$ cat src/rtl/collision_score_if.sv
// Pixel-side bus between the sprite generators / game FSM and collision_score.
// The slave side is the collision block; the master side drives coordinates and pixels.
interface collision_score_if #(
  parameter int CIDXW = 3,
  parameter int CORDW = 10
);
  logic [3:0]       state;
  logic [CORDW-1:0] hc;
  logic [CORDW-1:0] vc;
  logic [CIDXW:0]   player_pix;
  logic [CIDXW:0]   obstacle_pix;
  logic             restart;
  logic             hit;
  logic             game_over;
  logic             flash;
  logic [2:0]       lives;
  logic [15:0]      score_bcd;
  logic [15:0]      hi_score_bcd;

  modport master (
    output state, hc, vc, player_pix, obstacle_pix, restart,
    input  hit, game_over, flash, lives, score_bcd, hi_score_bcd
  );

  modport slave (
    input  state, hc, vc, player_pix, obstacle_pix, restart,
    output hit, game_over, flash, lives, score_bcd, hi_score_bcd
  );
endinterface

$ cat src/rtl/collision_score.sv
// Per-frame duck/obstacle overlap counter that turns overlaps into hits, lives and game-over,
// and keeps the BCD run score and high score for the HUD.
module collision_score #(
  parameter int CIDXW        = 3,
  parameter int CORDW        = 10,
  parameter int HIT_THRESH   = 4,
  parameter int LIVES        = 3,
  parameter int FLASH_FRAMES = 60,
  parameter int SCORE_DIV    = 6
) (
  input logic              CLK,
  input logic              RESET,
  collision_score_if.slave bus
);
  localparam int FCW  = (FLASH_FRAMES > 1) ? $clog2(FLASH_FRAMES + 1) : 1;
  localparam int DIVW = (SCORE_DIV > 1) ? $clog2(SCORE_DIV) : 1;

  localparam logic [CORDW-1:0] HC_MIN   = CORDW'(143);
  localparam logic [CORDW-1:0] HC_MAX   = CORDW'(784);
  localparam logic [CORDW-1:0] VC_MIN   = CORDW'(34);
  localparam logic [CORDW-1:0] VC_MAX   = CORDW'(516);
  localparam logic [CIDXW:0]   PIX_NONE = '0;

  typedef enum logic [1:0] {
    IDLE,
    PLAYING,
    HIT_FLASH,
    OVER
  } fsm_t;

  fsm_t             fsm;
  logic             match;
  logic             match_q;
  logic             tick;
  logic [CORDW-1:0] hc_d;
  logic [CORDW-1:0] vc_d;
  logic             in_window;
  logic             overlap_px;
  logic [7:0]       overlap;
  logic             running;
  logic [FCW-1:0]   flash_cnt;
  logic [DIVW-1:0]  div_cnt;
  logic             div_wrap;
  logic             score_step;
  logic [15:0]      score_next;
  logic             hit_r;
  logic             game_over_r;
  logic             flash_r;
  logic [2:0]       lives_r;
  logic [15:0]      score_r;
  logic [15:0]      hi_r;

  // BCD +1 with ripple carry between digits; 9999 is a hard ceiling.
  function automatic logic [15:0] bcd_inc(input logic [15:0] v);
    logic [15:0] r;
    logic        carry;
    r     = v;
    carry = 1'b1;
    if (v != 16'h9999) begin
      for (int i = 0; i < 4; i++) begin
        if (carry) begin
          if (r[4*i +: 4] == 4'd9) begin
            r[4*i +: 4] = 4'd0;
          end else begin
            r[4*i +: 4] = r[4*i +: 4] + 4'd1;
            carry       = 1'b0;
          end
        end
      end
    end
    return r;
  endfunction

  assign match      = (bus.hc == '0) && (bus.vc == '0);
  assign tick       = match && !match_q;
  assign running    = (bus.state >= 4'd5) && (bus.state <= 4'd10);
  assign in_window  = (hc_d >= HC_MIN) && (hc_d <= HC_MAX) &&
                      (vc_d >= VC_MIN) && (vc_d <= VC_MAX);
  assign overlap_px = in_window && (bus.player_pix != PIX_NONE) &&
                      (bus.obstacle_pix != PIX_NONE);
  assign score_step = tick && running && (fsm != OVER);
  assign div_wrap   = (div_cnt == DIVW'(SCORE_DIV - 1));

  // Pixels arrive one cycle after their coordinates, so the window test uses delayed hc/vc.
  always_ff @(posedge CLK or negedge RESET) begin
    if (!RESET) begin
      match_q <= 1'b0;
      hc_d    <= '0;
      vc_d    <= '0;
      overlap <= '0;
    end else begin
      match_q <= match;
      hc_d    <= bus.hc;
      vc_d    <= bus.vc;
      if (tick) begin
        overlap <= '0;
      end else if (overlap_px && (overlap != 8'hFF)) begin
        overlap <= overlap + 8'd1;
      end
    end
  end

  always_comb begin
    score_next = score_r;
    if (score_step && div_wrap) begin
      score_next = bcd_inc(score_r);
    end
  end

  // Game FSM; the high score samples score_next so a same-tick increment is included.
  always_ff @(posedge CLK or negedge RESET) begin
    if (!RESET) begin
      fsm         <= IDLE;
      hit_r       <= 1'b0;
      game_over_r <= 1'b0;
      flash_r     <= 1'b0;
      lives_r     <= 3'(LIVES);
      score_r     <= '0;
      hi_r        <= '0;
      div_cnt     <= '0;
      flash_cnt   <= '0;
    end else begin
      hit_r <= 1'b0;
      if (score_step) begin
        div_cnt <= div_wrap ? '0 : div_cnt + DIVW'(1);
        score_r <= score_next;
      end
      case (fsm)
        IDLE: begin
          flash_r     <= 1'b0;
          game_over_r <= 1'b0;
          lives_r     <= 3'(LIVES);
          if (tick && running) begin
            fsm <= PLAYING;
          end
        end
        PLAYING: begin
          if (tick && running && (overlap >= 8'(HIT_THRESH))) begin
            hit_r   <= 1'b1;
            lives_r <= lives_r - 3'd1;
            if (lives_r == 3'd1) begin
              fsm         <= OVER;
              game_over_r <= 1'b1;
              if (score_next > hi_r) begin
                hi_r <= score_next;
              end
            end else begin
              fsm       <= HIT_FLASH;
              flash_r   <= 1'b1;
              flash_cnt <= FCW'(FLASH_FRAMES);
            end
          end
        end
        HIT_FLASH: begin
          if (tick) begin
            if (flash_cnt <= FCW'(1)) begin
              fsm       <= PLAYING;
              flash_r   <= 1'b0;
              flash_cnt <= '0;
            end else begin
              flash_cnt <= flash_cnt - FCW'(1);
            end
          end
        end
        OVER: begin
          if (bus.restart) begin
            fsm         <= IDLE;
            game_over_r <= 1'b0;
            score_r     <= '0;
            div_cnt     <= '0;
            lives_r     <= 3'(LIVES);
          end
        end
        default: fsm <= IDLE;
      endcase
    end
  end

  assign bus.hit          = hit_r;
  assign bus.game_over    = game_over_r;
  assign bus.flash        = flash_r;
  assign bus.lives        = lives_r;
  assign bus.score_bcd    = score_r;
  assign bus.hi_score_bcd = hi_r;
endmodule

$ cat src/flat_wrapper.sv
// flat-port wrapper written by rule: the top's interface ports become plain ports
module collision_score_flat 
#(
  parameter int CIDXW        = 3,
  parameter int CORDW        = 10,
  parameter int HIT_THRESH   = 4,
  parameter int LIVES        = 3,
  parameter int FLASH_FRAMES = 60,
  parameter int SCORE_DIV    = 6
)
  (CLK, RESET, bus_state, bus_hc, bus_vc, bus_player_pix, bus_obstacle_pix, bus_restart, bus_hit, bus_game_over, bus_flash, bus_lives, bus_score_bcd, bus_hi_score_bcd);
  collision_score_if #(.CIDXW(CIDXW), .CORDW(CORDW)) bus_i ();
  input logic CLK;
  input logic RESET;
  input wire logic [$bits(bus_i.state)-1:0] bus_state;
  input wire logic [$bits(bus_i.hc)-1:0] bus_hc;
  input wire logic [$bits(bus_i.vc)-1:0] bus_vc;
  input wire logic [$bits(bus_i.player_pix)-1:0] bus_player_pix;
  input wire logic [$bits(bus_i.obstacle_pix)-1:0] bus_obstacle_pix;
  input wire logic [$bits(bus_i.restart)-1:0] bus_restart;
  output wire logic [$bits(bus_i.hit)-1:0] bus_hit;
  output wire logic [$bits(bus_i.game_over)-1:0] bus_game_over;
  output wire logic [$bits(bus_i.flash)-1:0] bus_flash;
  output wire logic [$bits(bus_i.lives)-1:0] bus_lives;
  output wire logic [$bits(bus_i.score_bcd)-1:0] bus_score_bcd;
  output wire logic [$bits(bus_i.hi_score_bcd)-1:0] bus_hi_score_bcd;
  assign bus_i.state = bus_state;
  assign bus_i.hc = bus_hc;
  assign bus_i.vc = bus_vc;
  assign bus_i.player_pix = bus_player_pix;
  assign bus_i.obstacle_pix = bus_obstacle_pix;
  assign bus_i.restart = bus_restart;
  assign bus_hit = bus_i.hit;
  assign bus_game_over = bus_i.game_over;
  assign bus_flash = bus_i.flash;
  assign bus_lives = bus_i.lives;
  assign bus_score_bcd = bus_i.score_bcd;
  assign bus_hi_score_bcd = bus_i.hi_score_bcd;
  collision_score #(.CIDXW(CIDXW), .CORDW(CORDW), .HIT_THRESH(HIT_THRESH), .LIVES(LIVES), .FLASH_FRAMES(FLASH_FRAMES), .SCORE_DIV(SCORE_DIV)) u_core (.CLK(CLK), .RESET(RESET), .bus(bus_i));
endmodule
$ cat config.mk
export PLATFORM = sky130hd
export DESIGN_NAME = collision_score_flat
export DESIGN_NICKNAME = d
export VERILOG_FILES = /design/src/rtl/collision_score_if.sv /design/src/rtl/collision_score.sv /design/src/flat_wrapper.sv
export SDC_FILE = /design/constraint.sdc
export NUM_CORES = 1
export LEC_CHECK = 0
export BUFFER_PORTS_ARGS = -buffer_cell sky130_fd_sc_hd__buf_2
export CORE_ASPECT_RATIO = 1.2
export CORE_MARGIN = 2
export CORE_UTILIZATION = 40
export DETAILED_ROUTE_END_ITERATION = 10
export GPL_TIMING_DRIVEN = 0
export PLACE_DENSITY = 0.61
export SYNTH_ARGS = -nofsm -noshare
export SYNTH_HDL_FRONTEND = slang
export SYNTH_SLANG_ARGS = --single-unit
$ cat constraint.sdc
create_clock -name CLK -period 3.78 [get_ports CLK]
set_clock_uncertainty 0.15 [all_clocks]
set_input_delay 0.378 -clock CLK [delete_from_list [all_inputs] [get_ports CLK]]
set_output_delay 0.378 -clock CLK [all_outputs]
set_load 0.02 [all_outputs]
==> flow_metrics.env <==
export IMPL_status="complete, but fails checks"
export IMPL_violations="negative setup slack"
export IMPL_antenna_found_initial=0
export IMPL_gp_congestion=0.814
export IMPL_met3WireLength_um=441
export IMPL_ys_seq_elements=78
export IMPL_grtUsageTotal_pct=19.4
export IMPL_met2_length_um=5390
export IMPL_dieArea_um2=11100
export IMPL_synth_cells=409
export IMPL_first_global_vias=3503
export IMPL_worst_pin_slew_ns=0.633
export IMPL_hold_slack_ns=0.00713
export IMPL_p_leak_nw=2.66
export IMPL_ant_nets=0
export IMPL_cp_cell_sequence="or3b_4 > nor4_4 > and3_1 > buf_6 > buf_12 > nor4b_4 > a211oi_2 > inv_1 > ha_4 > nand4_1 > buf_4 > a21oi_4 > o31ai_4 > a31oi_4 > buf_6 > mux2_4"
export IMPL_synthToLayoutAreaGrowth_pct=38.6
export IMPL_p_per_area_nw_per_um2=349
export IMPL_r2r_end="u_core.bus.hi_score_bcd[9]"
export IMPL_avgSynthCellArea_um2=10.0
export IMPL_critPathMaxStageDelay_ns=0.43
export IMPL_period_share_pct=102
export IMPL_wl_met1_um=4220
export IMPL_drtPass1Iterations=4
export IMPL_cp_slowest_cell="dfrtp_2"
export IMPL_dp_slack_ns=-1.09
export IMPL_drive_gt1_share_pct=33.7
export IMPL_finalWorstPathRequiredPeriod_ns=3.86
export IMPL_vias=3500
export IMPL_fin_tns_setup_ns=-0.354
export IMPL_worstSetupStartpoint="u_core.bus.score_bcd[2]"
export IMPL_initial_utilization_pct=41.0
export IMPL_cts_buffers=9
export IMPL_final_common_cell="dfrtp_1"
export IMPL_synth_fp_nets=466
export IMPL_cts_root_buffer="clkbuf_16"
export IMPL_utilization_pct=56.8
export IMPL_drc=0
export IMPL_highest_layer="met4"
export IMPL_place_inst=608
export IMPL_finalNetCount=589
export IMPL_wl_per_cell_um=15.5
export IMPL_core_um2=10000
export IMPL_fill_cells=898
export IMPL_cp_data_arrival_time_ns=3.94
export IMPL_netlist_area_um2=4100
export IMPL_rsz0062_at_grt="true"
export IMPL_maxSlewHeadroom_pct=57.8
export IMPL_fmax_ghz=0.259
export IMPL_rrSetupSlack_ns=-0.08
export IMPL_hold_viol=0
export IMPL_p_total_mw=1.99
export IMPL_irDropWorstVdd_uv=282
export IMPL_endpoint_kind="flip-flop"
export IMPL_clk_latency_ns=0.34
export IMPL_drt_wl_total_um=10300
export IMPL_yosysWarnings=0
export IMPL_antennaDiodeCount=0
export IMPL_path_common_cell="buf_6"
export IMPL_ys_flop_type="dfrtp_1"
export IMPL_r2r_start="u_core.bus.score_bcd[2]"
export IMPL_ys_async_sr_fraction_pct=100
export IMPL_clkTransAtPathRegs_ns=0.07
export IMPL_rows=40
export IMPL_grt_pass1_wl_um=16400
export IMPL_crit_fanout=5
export IMPL_htreeDepth=3
export IMPL_die_h_um=115
export IMPL_cap_violations=0
export IMPL_report_final_setup_viol=12
export IMPL_cp_endpoint="u_core.bus.hi_score_bcd[9]"
export IMPL_placed_area_um2=4700
export IMPL_io_buffers=72
export IMPL_grt_max_degree=42
export IMPL_setup_ws_ns=-0.0803
export IMPL_hp_class="in2reg"
export IMPL_seq_area_frac_synth_pct=47.6
export IMPL_layout_common_cells="dfrtp_1 (74), buf_2 (71), inv_1 (38)"
export IMPL_fp_dieW_um=96.5
export IMPL_instances_no_fill=663
export IMPL_holdCritStartpoint="bus_vc[7]"
export IMPL_synth_edf_count=0
export IMPL_cts_buffer_depth=2
export IMPL_hold_depth=1
export IMPL_cts_tree="yes"
export IMPL_cts_sinks=78
export IMPL_drtIter0Drc=130
export IMPL_slew_viol_final=0
export IMPL_path_class="reg2reg"
export IMPL_pin_count=73
export IMPL_dp_hpwl_um=7020
export IMPL_worst_ep_required_time_ns=3.86
export IMPL_cp_start_kind="flip-flop"
export IMPL_grt_overflow=0
export IMPL_routed_via_density=5.28
export IMPL_synth_cell_type_count=56
export IMPL_fin_area_um2=5690
export IMPL_reg2reg_depth=16
[area by class of cell]
cell class | instances | area (um^2) | area share (%)
buffer | 10 | 72.6 | 1.28
timing repair buffer | 113 | 762 | 13.4
tap | 126 | 158 | 2.77
sequential | 78 | 1960 | 34.4
clock inverter | 7 | 71.3 | 1.25
multi-input combinational | 282 | 2300 | 40.4
inverter | 38 | 143 | 2.51
clock buffer | 9 | 225 | 3.96
[critical path, delay by kind of cell (launching register included)]
kind / cells / cell delay [ns]
flops: 1 / 0.43
simple gates: 5 / 1.09
fa+ha+maj: 1 / 0.28
buf+inv: 5 / 0.71
mux: 1 / 0.29
compound gates: 4 / 0.80
[state kept, by name, summed over array words and instances (netlist names)]
| name | flops |
|---|---|
| u_core.bus.flash | 1 |
| u_core.bus.game_over | 1 |
| u_core.bus.hi_score_bcd | 16 |
| u_core.bus.hit | 1 |
| u_core.bus.lives | 3 |
| u_core.bus.score_bcd | 16 |
| u_core.div_cnt | 3 |
| u_core.flash_cnt | 6 |
| u_core.fsm | 2 |
| u_core.hc_d | 10 |
| u_core.match_q | 1 |
| u_core.overlap | 8 |
| u_core.vc_d | 10 |
[synthesized netlist by cell type, types with 12 or more instances]
| library cell | instances | area share, % |
|---|---|---|
| inv_1 | 38 | 3.5 |
| o21ai_0 | 15 | 1.8 |
| nor3_1 | 12 | 1.5 |
| a21oi_1 | 15 | 1.8 |
| mux2i_1 | 19 | 4.6 |
| nand2_1 | 22 | 2.0 |
| nor2b_1 | 12 | 1.8 |
| nor2_1 | 38 | 3.5 |
| nand3_1 | 18 | 2.2 |
| dfrtp_1 | 76 | 46 |
| ha_1 | 22 | 6.7 |
[per-layer routing]
layer / GRT usage, % / up-vias
li1: - / 1697
met1: 23.4 / 1700
met2: 33.9 / 81
met3: 3.01 / 22
met4: 8.26 / 0
met5: 0 / -
[where the power goes]
| group | leakage (nW) | switching, mW | internal (mW) |
|---|---|---|---|
| logic | 1.57 | 0.0904 | 0.0872 |
| clock network | 0.147 | 0.399 | 0.467 |
| registers | 0.943 | 0.0561 | 0.887 |
| total | 2.66 | 0.545 | 1.44 |
[cells by family after synthesis]
kind of cell	synth area share [%]
AOI/OAI and AO/OA	10.5
xor gates and xnor gates	2.99
adders and majority gates	6.71
buffers and inverters	4.85
DFF	47.6
muxes	6.01
and+or+nand+nor	21.3
[what timing repair did]
| action | 4_1_cts | 5_1_grt |
|---|---|---|
| setup buffers | 17 | 13 |
| gates resized for setup | 28 | 30 |
| hold buffers | 9 | 0 |
| pin swaps | 12 | 16 |
| endpoints found under the hold margin | 43 | 0 |
| endpoints found under the setup margin | 16 | 16 |
| cloned | 1 | 0 |
[how the worst min path moves through the flow]
| stage | to |
|---|---|
| global placement | u_core.bus.lives[2] |
| finish | u_core.vc_d[7] |
| global route | u_core.vc_d[7] |
| detailed placement | u_core.hc_d[2] |
| CTS | u_core.hc_d[3] |
| floorplan | u_core.bus.flash |
Power figures use the tool's default switching activity.
